==> src/rtl/cpu_defs.sv <==
// Shared CPU definitions: CP0 register indices, exception codes, handler address
// and CP0 bit-field positions.
package cpu_defs;

    localparam logic [4:0] CP0_SR    = 5'd12;
    localparam logic [4:0] CP0_CAUSE = 5'd13;
    localparam logic [4:0] CP0_EPC   = 5'd14;
    localparam logic [4:0] CP0_PRID  = 5'd15;

    typedef enum logic [4:0] {
        EXC_INT     = 5'd0,
        EXC_ADEL    = 5'd4,
        EXC_ADES    = 5'd5,
        EXC_SYSCALL = 5'd8,
        EXC_RI      = 5'd10,
        EXC_OV      = 5'd12
    } exc_code_e;

    localparam logic [31:0] HANDLER_PC = 32'h0000_4180;

    localparam int unsigned SR_IM_LO     = 10;
    localparam int unsigned SR_IM_HI     = 15;
    localparam int unsigned SR_EXL       = 1;
    localparam int unsigned SR_IE        = 0;
    localparam int unsigned CAUSE_BD     = 31;
    localparam int unsigned CAUSE_IP_LO  = 10;
    localparam int unsigned CAUSE_IP_HI  = 15;
    localparam int unsigned CAUSE_EXC_LO = 2;
    localparam int unsigned CAUSE_EXC_HI = 6;

endpackage

==> src/rtl/cp0_exc_ctrl.sv <==
// Coprocessor-0 and exception controller at the M stage: SR/Cause/EPC/PRId,
// interrupt/exception arbitration, pipeline-wide flush request, mfc0/mtc0/eret.
module cp0_exc_ctrl #(
    parameter logic [31:0] HANDLER_PC = cpu_defs::HANDLER_PC,
    parameter logic [31:0] PRID_VAL   = 32'h2023_0007
) (
    input  logic        clk,
    input  logic        rst,
    input  logic        cp0_we,
    input  logic [4:0]  cp0_addr,
    input  logic [31:0] cp0_wd,
    output logic [31:0] cp0_rd,
    input  logic [31:0] m_pc,
    input  logic        m_bd,
    input  logic [4:0]  m_exc_code,
    input  logic        m_eret,
    input  logic [5:0]  hw_int,
    output logic        req,
    output logic [31:0] epc_out,
    output logic [31:0] handler_pc
);
    import cpu_defs::*;

    logic [5:0]  sr_im_q,     sr_im_d;
    logic        sr_exl_q,    sr_exl_d;
    logic        sr_ie_q,     sr_ie_d;
    logic        cause_bd_q,  cause_bd_d;
    logic [5:0]  cause_ip_q,  cause_ip_d;
    logic [4:0]  cause_exc_q, cause_exc_d;
    logic [31:0] epc_q,       epc_d;

    logic        int_req;
    logic        exc_req;
    logic [31:0] sr_val;
    logic [31:0] cause_val;

    assign int_req = (|(hw_int & sr_im_q)) & sr_ie_q & ~sr_exl_q;
    assign exc_req = (m_exc_code != 5'd0) & ~sr_exl_q;
    assign req     = int_req | exc_req;

    assign sr_val    = {16'b0, sr_im_q, 8'b0, sr_exl_q, sr_ie_q};
    assign cause_val = {cause_bd_q, 15'b0, cause_ip_q, 3'b0, cause_exc_q, 2'b0};

    assign epc_out    = epc_q;
    assign handler_pc = HANDLER_PC;

    // Reads return pre-edge state; a same-cycle mtc0 is not bypassed.
    always_comb begin
        cp0_rd = 32'b0;
        case (cp0_addr)
            CP0_SR:    cp0_rd = sr_val;
            CP0_CAUSE: cp0_rd = cause_val;
            CP0_EPC:   cp0_rd = epc_q;
            CP0_PRID:  cp0_rd = PRID_VAL;
            default:   cp0_rd = 32'b0;
        endcase
    end

    always_comb begin
        sr_im_d     = sr_im_q;
        sr_exl_d    = sr_exl_q;
        sr_ie_d     = sr_ie_q;
        cause_bd_d  = cause_bd_q;
        cause_ip_d  = hw_int;
        cause_exc_d = cause_exc_q;
        epc_d       = epc_q;

        if (req) begin
            // The M instruction is being flushed, so its mtc0/eret are dropped.
            sr_exl_d    = 1'b1;
            cause_exc_d = int_req ? EXC_INT : m_exc_code;
            cause_bd_d  = m_bd;
            epc_d       = m_bd ? (m_pc - 32'd4) : m_pc;
        end else begin
            if (cp0_we) begin
                case (cp0_addr)
                    CP0_SR: begin
                        sr_im_d  = cp0_wd[SR_IM_HI:SR_IM_LO];
                        sr_exl_d = cp0_wd[SR_EXL];
                        sr_ie_d  = cp0_wd[SR_IE];
                    end
                    CP0_EPC: epc_d = {cp0_wd[31:2], 2'b00};
                    default: ;
                endcase
            end
            // eret after mtc0 so a same-cycle SR write still ends with EXL cleared.
            if (m_eret) begin
                sr_exl_d = 1'b0;
            end
        end
    end

    always_ff @(posedge clk) begin
        if (rst) begin
            sr_im_q     <= 6'b0;
            sr_exl_q    <= 1'b0;
            sr_ie_q     <= 1'b0;
            cause_bd_q  <= 1'b0;
            cause_ip_q  <= 6'b0;
            cause_exc_q <= 5'b0;
            epc_q       <= 32'b0;
        end else begin
            sr_im_q     <= sr_im_d;
            sr_exl_q    <= sr_exl_d;
            sr_ie_q     <= sr_ie_d;
            cause_bd_q  <= cause_bd_d;
            cause_ip_q  <= cause_ip_d;
            cause_exc_q <= cause_exc_d;
            epc_q       <= epc_d;
        end
    end

endmodule
==> config.mk <==
export PLATFORM = sky130hd
export DESIGN_NAME = cp0_exc_ctrl
export DESIGN_NICKNAME = d
export VERILOG_FILES = /design/src/rtl/cpu_defs.sv /design/src/rtl/cp0_exc_ctrl.sv
export SDC_FILE = /design/constraint.sdc
export NUM_CORES = 1
export LEC_CHECK = 0
export BUFFER_PORTS_ARGS = -buffer_cell sky130_fd_sc_hd__clkbuf_2
export CELL_PAD_IN_SITES_DETAIL_PLACEMENT = 1
export CELL_PAD_IN_SITES_GLOBAL_PLACEMENT = 2
export CORE_UTILIZATION = 25
export CTS_BUF_LIST = sky130_fd_sc_hd__clkbuf_16
export DETAILED_ROUTE_END_ITERATION = 16
export MAX_ROUTING_LAYER = met4
export PLACE_DENSITY_LB_ADDON = 0.1
export SKIP_CTS_REPAIR_TIMING = 1
export SLEW_MARGIN = 20
export SYNTH_ARGS = -nofsm -noshare
export SYNTH_HDL_FRONTEND = slang
export SYNTH_SLANG_ARGS = --single-unit
==> constraint.sdc <==
create_clock -name clk -period 2.5 [get_ports clk]
set_input_delay 0.125 -clock clk [delete_from_list [all_inputs] [get_ports clk]]
set_output_delay 0.125 -clock clk [all_outputs]
set_load 0.03 [all_outputs]
# ---- Word level (Yosys, flattened, before mapping)
# Index checks and enable logic that the tools add are counted.
dict set report totals {
  inputBits 85
  wordCells 38
  output_inout_bits 97
  ff_bits 52
}
dict set report op_classes {
  n_eq_ne 4
  reduce_logical 9
  addsub 1
  bitwise 7
  muxes 10
}
# op n
set ops {}
lappend ops {{$mux 32} 4}
lappend ops {{$pmux 32 s4} 1}
lappend ops {{$sub 32x3->32 const B} 1}
lappend ops {{$eq 5x4->1 const B} 4}
lappend ops {{$and 6x6->6} 1}
lappend ops {{$reduce_bool 3->1} 2}
lappend ops {{$reduce_or 6->1} 1}
lappend ops {{$mux 5} 1}
lappend ops {{$reduce_bool 5->1} 1}
lappend ops {{$mux 1} 4}
lappend ops {{$reduce_and 2->1} 2}
lappend ops {{$reduce_bool 2->1} 2}
lappend ops {{$and 1x1->1} 3}
lappend ops {{$reduce_and 3->1} 1}
lappend ops {{$not 1->1} 2}
lappend ops {{$or 1x1->1} 1}

# ---- Depth between registers and ports, before layout
# Gate-level depths: netlist (run 1).
dict set report logic_depth {
  ltp_word 7
  ltp_mapped 7
  mapped_depth_nobuf 6
}

# ---- Least setup slack after synthesis (run 1)
# Ideal clock, no wire load.
dict set report synth_path {
  path_kind {reg-to-reg}
  start {reg sr_exl_q}
  end {reg epc_q[23], in the netlist epc_out[23]}
  stages_incl_launch_ff 7
  n_path_buf 2
  setup_ns 0.154
  synth_period_minus_slack_ns 2.335
  arrival_time_ns 2.181
  required_ns 2.346
  path_slack_ns 0.165
  path_cell_list {dfxtp_1 clkbuf_1 a311oi_1 nor2_1 inv_1 clkbuf_1 a31oi_1}
}
dict set report synth_via {
  elab_chain_cells 5
  word_cells_on_any_way 8
  cone_classes {mux (1); bitwise (4); reduce/logical (3)}
}
# element line
set synth_lines {}
lappend synth_lines {{from (decl)} cp0_exc_ctrl.sv:25} ;# logic sr_exl_q, sr_exl_d;
lappend synth_lines {{from (signal assigned)} cp0_exc_ctrl.sv:104} ;# sr_exl_q <= sr_exl_d;
lappend synth_lines {{$not 1->1 (*)} {cp0_exc_ctrl.sv:37, cp0_exc_ctrl.sv:38}}
lappend synth_lines {{$and 1x1->1 (on tied branches)} {cp0_exc_ctrl.sv:37, cp0_exc_ctrl.sv:38}}
lappend synth_lines {{$or 1x1->1 (*)} cp0_exc_ctrl.sv:39} ;# assign req = int_req | exc_req;
lappend synth_lines {{via req} cp0_exc_ctrl.sv:18} ;# output logic req,
lappend synth_lines {{$reduce_bool 2->1 (no line)} --}
lappend synth_lines {{$reduce_and 2->1 (no line)} --}
lappend synth_lines {{to (signal assigned)} cp0_exc_ctrl.sv:109} ;# epc_q <= epc_d;
lappend synth_lines {{to (decl)} cp0_exc_ctrl.sv:30} ;# logic [31:0] epc_q, epc_d;
# Mark *: on every way through the listed nets, which the timed path passes. The rest lies on a longest branch.
# A chain may end at the register's enable or synchronous reset.

# ---- Worst setup path after layout (run 1)
dict set report layout_path {
  start {reg sr_im_q[3]}
  end {out req}
}
dict set report layout_via {
  elab_chain_cells 5
}
# element line
set layout_lines {}
lappend layout_lines {{from (decl)} cp0_exc_ctrl.sv:24} ;# logic [5:0] sr_im_q, sr_im_d;
lappend layout_lines {{from (signal assigned)} cp0_exc_ctrl.sv:103} ;# sr_im_q <= sr_im_d;
lappend layout_lines {{$and 6x6->6} cp0_exc_ctrl.sv:37} ;# assign int_req = (|(hw_int & sr_im_q)) & sr_ie_q & ~sr_exl_q;
lappend layout_lines {{$reduce_or 6->1} cp0_exc_ctrl.sv:37}
lappend layout_lines {{$and 1x1->1 (2 in series)} cp0_exc_ctrl.sv:37}
lappend layout_lines {{$or 1x1->1} cp0_exc_ctrl.sv:39}
lappend layout_lines {{to (decl)} cp0_exc_ctrl.sv:18}
# Every way passes these cells.

==> results of run 1 <==
==> through the flow <==
stage / hold WS [ns] / setup slack, ns / util / power [W]
after floorplan: 0.2532 / 0.1646 / - / 0.001392
after global placement: 0.3660 / 0.2642 / 0.3171 / 0.001613
after detailed placement: 0.3739 / 0.1479 / 0.3171 / 0.001622
after CTS: 0.06696 / 0.1926 / 0.3264 / 0.002297
after global routing: 0.06615 / 0.04569 / 0.3264 / 0.002387
final: 0.07246 / 0.2359 / 0.3264 / 0.002262
==> placed cells by master, fill, tap and decap left out, types with 3 or more instances in the layout <==
cell	count
or3b_2	7
clkbuf_2	149
nand3_1	6
mux2i_1	20
nor4_1	15
xnor2_1	6
or2_2	4
a21oi_1	18
buf_4	18
or3_1	13
inv_1	9
nor2_1	31
nor3_1	7
nor2b_1	7
o21ai_0	9
a2111oi_0	3
a31oi_1	14
conb_1	32
o31ai_1	8
dfxtp_1	52
and3_1	39
a22oi_1	8
xor2_1	4
o41ai_1	19
nand2_1	19
or4_1	18
clkbuf_16	5
a211oi_1	18
a21boi_0	24
==> per-layer routing <==
metal	up-vias	GRT usage	share of wire
met4	0	0.03659	0.0030
met2	108	0.3173	0.48
li1	2022	-	-
met1	1954	0.2650	0.48
met3	2	0.02054	0.035
met5	-	-	0
==> worst min path at each step <==
| stage | from | to |
|---|---|---|
| CTS | hw_int[2] | cause_ip_q[2] |
| detailed placement | hw_int[2] | cause_ip_q[2] |
| global route | hw_int[5] | cause_ip_q[5] |
| finish | hw_int[2] | cause_ip_q[2] |
| global placement | hw_int[4] | cause_ip_q[4] |
| floorplan | hw_int[0] | cause_ip_q[0] |
==> layout make-up <==
cell class | instances | area (um^2) | area share
Multi-Input combinational cell | 377 | 2462 | 0.5133
Sequential cell | 52 | 1041 | 0.2170
Timing Repair Buffer | 168 | 900.9 | 0.1878
Tap cell | 184 | 230.2 | 0.04799
Clock buffer | 5 | 125.1 | 0.02608
Inverter | 7 | 26.28 | 0.005477
Clock inverter | 3 | 11.26 | 0.002347
==> sequential cells by signal, indices dropped and copies added (netlist names) <==
signal       cells
epc_out         32
sr_ie_q          1
sr_exl_q         1
sr_im_q          6
cause_ip_q       6
cause_exc_q      5
cause_bd_q       1
==> kinds of logic after synthesis <==
group / share of synthesized area
AND/OR/NAND/NOR: 0.2842
flip-flops: 0.2727
XOR/XNOR: 0.02294
other: 0.001967
adder cells (fa/ha/maj): 0.003277
multiplexers: 0.05244
AO/OA/AOI/OAI: 0.2445
buffers and inverters: 0.1180
==> report_power, final <==
group	total, W	switching [W]	leakage, nW	internal [W]
logic	0.000648	0.000434	1.59	0.000214
clock network	0.000665	0.000304	0.0738	0.000361
registers	0.000949	0.0000577	0.431	0.000891
total	0.00226	0.000796	2.09	0.00147
==> metrics.md, run 1 <==
| Metric | Value |
|---|---|
| Outcome | `finished, violations left` |
| Failing checks | `design-rule violations` |
| Synthesis-to-finish area growth | `25.66%` |
| Area after DPL | `0.004661 mm^2` |
| Arr. time, crit path | `2.14 ns` |
| Slew @ Worst Pin | `0.7744 ns` |
| Synth warnings | `0` |
| Initial antenna violation count | `0` |
| Die area | `0.01577 mm^2` |
| Pin count of the biggest net entering global routing | `47` |
| Fillers | `1,846` |
| Vias in the first global route | `4,039` |
| Crit path kind | `flip-flop to primary output` |
| Setup violators final | `0` |
| Crit path max-delay family | `compound AO/OA/AOI/OAI gates` |
| Max-cap violations | `0` |
| Crit-path max cell delay | `0.64 ns` |
| Drt first pass iters | `12` |
| Most frequent cell after synthesis | `dfxtp_1` |
| Total Routing Usage GR | `0.1963` |
| FF-to-FF path depth | `5` |
| Clk_lat worst skew | `0.29 ns` |
| Reg-to-Reg Start | `sr_im_q[3]` |
| Core area | `0.01470 mm^2` |
| Netlist cell types | `48` |
| Via/cell ratio | `5.133` |
| Per-cell routed wire length | `18.85 um` |
| Commonest cells post-synth | `52 x dfxtp_1, 40 x clkbuf_1, 39 x and3_1, 32 x buf_4, 31 x nor2_1` |
| Crit share post-route | `0.9056` |
| Yosys reg bits | `52` |
| Hold path depth | `2` |
| Clock sinks | `52` |
| # rows | `44` |
| WL final | `15.01 mm` |
| Initial core utilization | `0.2597` |
| Reg2reg setup slack | `0.32 ns` |
| F_max | `441.7 MHz` |
| Dpl cells | `788` |
| Final Hold Viols | `0` |
| Gpl congestion | `0.8242` |
| I/O Pins | `182` |
| Antenna Violating Nets Remaining | `0` |
| Detailed-route via count | `4,086` |
| Area leader, netlist | `dfxtp_1` |
| CTS tree | `yes` |
| Syn Inst Count | `484` |
| Sequential area share after synthesis | `0.2727` |
| Critical Path Start | `sr_im_q[3]` |
| Input/output buffers | `149` |
| TNS Setup | `0 ns` |
| Post-synth top area share | `0.2727` |
| Area contributors post-synth | `dfxtp_1 27%, and3_1 6.4%, buf_4 6.3%` |
| EDFF count, synth | `0` |
| CP Data Required Time | `2.38 ns` |
| Skew final | `0.003961 ns` |
| Ys flop type | `dfxtp_1` |
| Buffers & Inverters on Critical Path | `3` |
| LEAKAGE | `2.090 nW` |
| Average cell area after synthesis | `7.887 um^2` |
| Clock Pin Slew Worst Setup and Hold Paths | `0.07 ns` |
| Clock Tree Root | `clkbuf_16` |
| Pwr dens | `471.6 mW/mm^2` |
| Reg2reg end | `epc_out[28]` |
| H-tree Lvls | `2` |
| Critical Path Sink Type | `primary output` |
| Mapped Area | `0.003817 mm^2` |
| Design Area, Final | `0.004797 mm^2` |
| Critical-path top delay cell | `a311oi_4` |
| Crit-path cells | `a22oi_1 -> a311oi_4 -> nor2_1 -> inv_1 -> buf_12 -> clkbuf_2` |
| Share of cells above drive strength 1 | `0.3170` |
| Antenna cells | `0` |
| Num CTS Buffers | `5` |
| Die Wd | `125.6 um` |
| Startpoint Class | `flip-flop` |
| Layout Cells excl Fill | `796` |
| First-pass GRT wire length | `23.54 mm` |
| RSZ-0062 raised after global routing | `no` |
| Post-route minimum period | `2.264 ns` |
| Critical path fanouts, max | `24` |
| GRT overflow | `0` |
| Drt first-iter violations | `207` |
| Min-delay worst type | `primary input to flip-flop` |
| Peak supply drop | `214.0 uV` |
| DP HPWL | `11.87 mm` |
| Slew margin rel. | `0.4809` |
| Stages on worst setup path | `6` |
| Die Height | `125.6 um` |
| NumNets Final | `697` |
| CTS max path bufs | `2` |
| Critical Path Sink | `req` |
| DRC | `8` |
| Fin. max-slew vios | `0` |
| Async set-reset flop share out of synthesis | `0` |
Power figures use the tool's default switching activity.
==> run 2: changes to the inputs <==
--- a/constraint.sdc
+++ b/constraint.sdc
@@ -3,2 +3,2 @@
 set_output_delay 0.125 -clock clk [all_outputs]
-set_load 0.03 [all_outputs]
+set_load 0.02 [all_outputs]
==> run 2 against run 1 <==
  * The run still ends with design-rule violations left
  * Hold slack got worse by 0.0018 ns
  * Final cell count shrank 0.13%
  * Clock-buffer cell count stayed put
  * Non-clock buffer count stayed put
  * Critical path type unchanged
  * Clock power down 0.6%
  * Setup slack worse by 0.033 ns
  * Wire length decreased by 1.2%
  * Critical path depth is the same
==> metrics.md, run 2 (same netlist as run 1, synthesis figures left out) <==
| Metric | Value |
|---|---|
| Outcome | `finished, violations left` |
| Failing checks | `design-rule violations` |
| Min-delay worst type | `primary input to flip-flop` |
| Via/cell ratio | `5.074` |
| Layout Cells excl Fill | `795` |
| Hold path start | `cp0_wd[0]` |
| Largest register FFs | `32` |
| Crit share post-route | `0.9189` |
| Post-route minimum period | `2.297 ns` |
| TNS Setup | `0 ns` |
| Vias in the first global route | `4,073` |
| Drt first-iter violations | `137` |
| Pre-CTS setup slack | `0.2122 ns` |
| Share of cells above drive strength 1 | `0.3175` |
| Clk_lat worst skew | `0.29 ns` |
| Final worst slack | `0.2027 ns` |
| Startpoint Class | `flip-flop` |
| CTS tree | `yes` |
| Drt first pass iters | `12` |
| Reg2reg end | `epc_out[26]` |
| Die area | `0.01577 mm^2` |
| CP Data Required Time | `2.38 ns` |
| Antenna cells | `0` |
| Power Total | `0.002188 W` |
| Initial antenna violation count | `0` |
| I/O Pins | `182` |
| Gpl congestion | `0.8081` |
| Max-cap violations | `0` |
| Dpl cells | `788` |
| Die Wd | `125.6 um` |
| Arr. time, crit path | `2.17 ns` |
| Skew final | `0.007025 ns` |
| LEAKAGE | `2.076 nW` |
| Slew margin rel. | `0.4640` |
| Buffers & Inverters on Critical Path | `3` |
| First-pass GRT wire length | `23.43 mm` |
| Input/output buffers | `149` |
| DRC | `7` |
| Crit-path cells | `a22oi_1 -> a311oi_4 -> nor2_1 -> inv_1 -> buf_4 -> clkbuf_2` |
| WL final | `14.83 mm` |
| Final Hold Viols | `0` |
| Num CTS Buffers | `5` |
| Setup violators final | `0` |
| Critical path fanouts, max | `24` |
| NumNets Final | `697` |
| Per-cell routed wire length | `18.65 um` |
| F_max | `435.3 MHz` |
| Reg-to-Reg Start | `sr_im_q[3]` |
| CTS max path bufs | `2` |
| Clock Pin Slew Worst Setup and Hold Paths | `0.07 ns` |
| GRT overflow | `0` |
| RSZ-0062 raised after global routing | `no` |
| Reg2reg setup slack | `0.37 ns` |
| Antenna Violating Nets Remaining | `0` |
| Clock Tree Root | `clkbuf_16` |
| Fin. max-slew vios | `0` |
| Total Routing Usage GR | `0.1954` |
| Critical-path top delay cell | `a311oi_4` |
| Hold path depth | `3` |
| Synthesis-to-finish area growth | `25.24%` |
| Slew @ Worst Pin | `0.8040 ns` |
| Critical Path Sink Type | `primary output` |
| Crit path kind | `flip-flop to primary output` |
| Commonest non-fill, non-tap cells in the layout | `149 x clkbuf_2, 52 x dfxtp_1, 39 x and3_1` |
| Pwr dens | `457.7 mW/mm^2` |
| Core area | `0.01470 mm^2` |
| Die Height | `125.6 um` |
| Peak supply drop | `215.8 uV` |
| H-tree Lvls | `2` |
| FF-to-FF path depth | `5` |
| Detailed-route via count | `4,034` |
| Hold Path Sink | `sr_ie_q` |
| DP HPWL | `11.90 mm` |
| Crit-path max cell delay | `0.63 ns` |
| Initial core utilization | `0.2597` |
| Clock sinks | `52` |
| Most common cell after layout, fill and taps aside | `clkbuf_2` |
| Crit path max-delay family | `compound AO/OA/AOI/OAI gates` |
| # rows | `44` |
| Pin count of the biggest net entering global routing | `47` |
## run 2: cell types whose count changed in the layout (fill, tap and decap cells not counted), sizes merged
cell and change:
inv -2, clkinv +1
## run 2: worst max-delay path by stage
stage	start	to	slack, ns	depth (start not counted)
after floorplan	sr_exl_q	epc_out[23]	0.26	6
after global placement	m_pc[16]	epc_out[29]	0.26	5
after detailed placement	m_pc[16]	epc_out[29]	0.21	5
after CTS	sr_im_q[3]	req	0.17	6
after global routing	sr_im_q[3]	req	0.002	6
final	sr_im_q[3]	req	0.20	6
## run 2: stage by stage
stage	util	area, um^2	hold WS [ns]
detailed placement	0.3162	4648	0.3713
floorplan	-	3930	0.2532
global placement	0.3162	4648	0.3659
global route	0.3252	4781	0.06910
finish	0.3252	4781	0.07069
CTS	0.3252	4781	0.05771
## run 2: power by group
group / total (W) / leakage (nW) / internal (W) / switching (W)
clock: 0.000661 / 0.0648 / 0.000359 / 0.000301
sequential: 0.000949 / 0.431 / 0.000891 / 0.0000578
combinational: 0.000578 / 1.58 / 0.000210 / 0.000368
total: 0.00219 / 2.08 / 0.00146 / 0.000727
## run 2: layer usage
layer | routed length [um] | share of wire | global-route usage
met1 | 7180 | 0.48 | 0.2576
met2 | 6957 | 0.47 | 0.3183
met3 | 496 | 0.033 | 0.02396
met4 | 191 | 0.013 | 0.04232
met5 | 0 | 0 | -
## run 2: layout make-up
| cell class | count | area, um^2 |
|---|---|---|
| Inverter | 7 | 26.28 |
| Fill cell | 1848 | 9918 |
| Tap cell | 184 | 230.2 |
| Clock inverter | 2 | 7.507 |
| Clock buffer | 5 | 125.1 |
| Timing Repair Buffer | 168 | 888.4 |
| Sequential cell | 52 | 1041 |
| Multi-Input combinational cell | 377 | 2462 |
## run 2: tightest hold or removal path: stages
cell,delay [ns]
clkbuf_2,0.08
nand2_1,0.05
mux2i_1,0.06
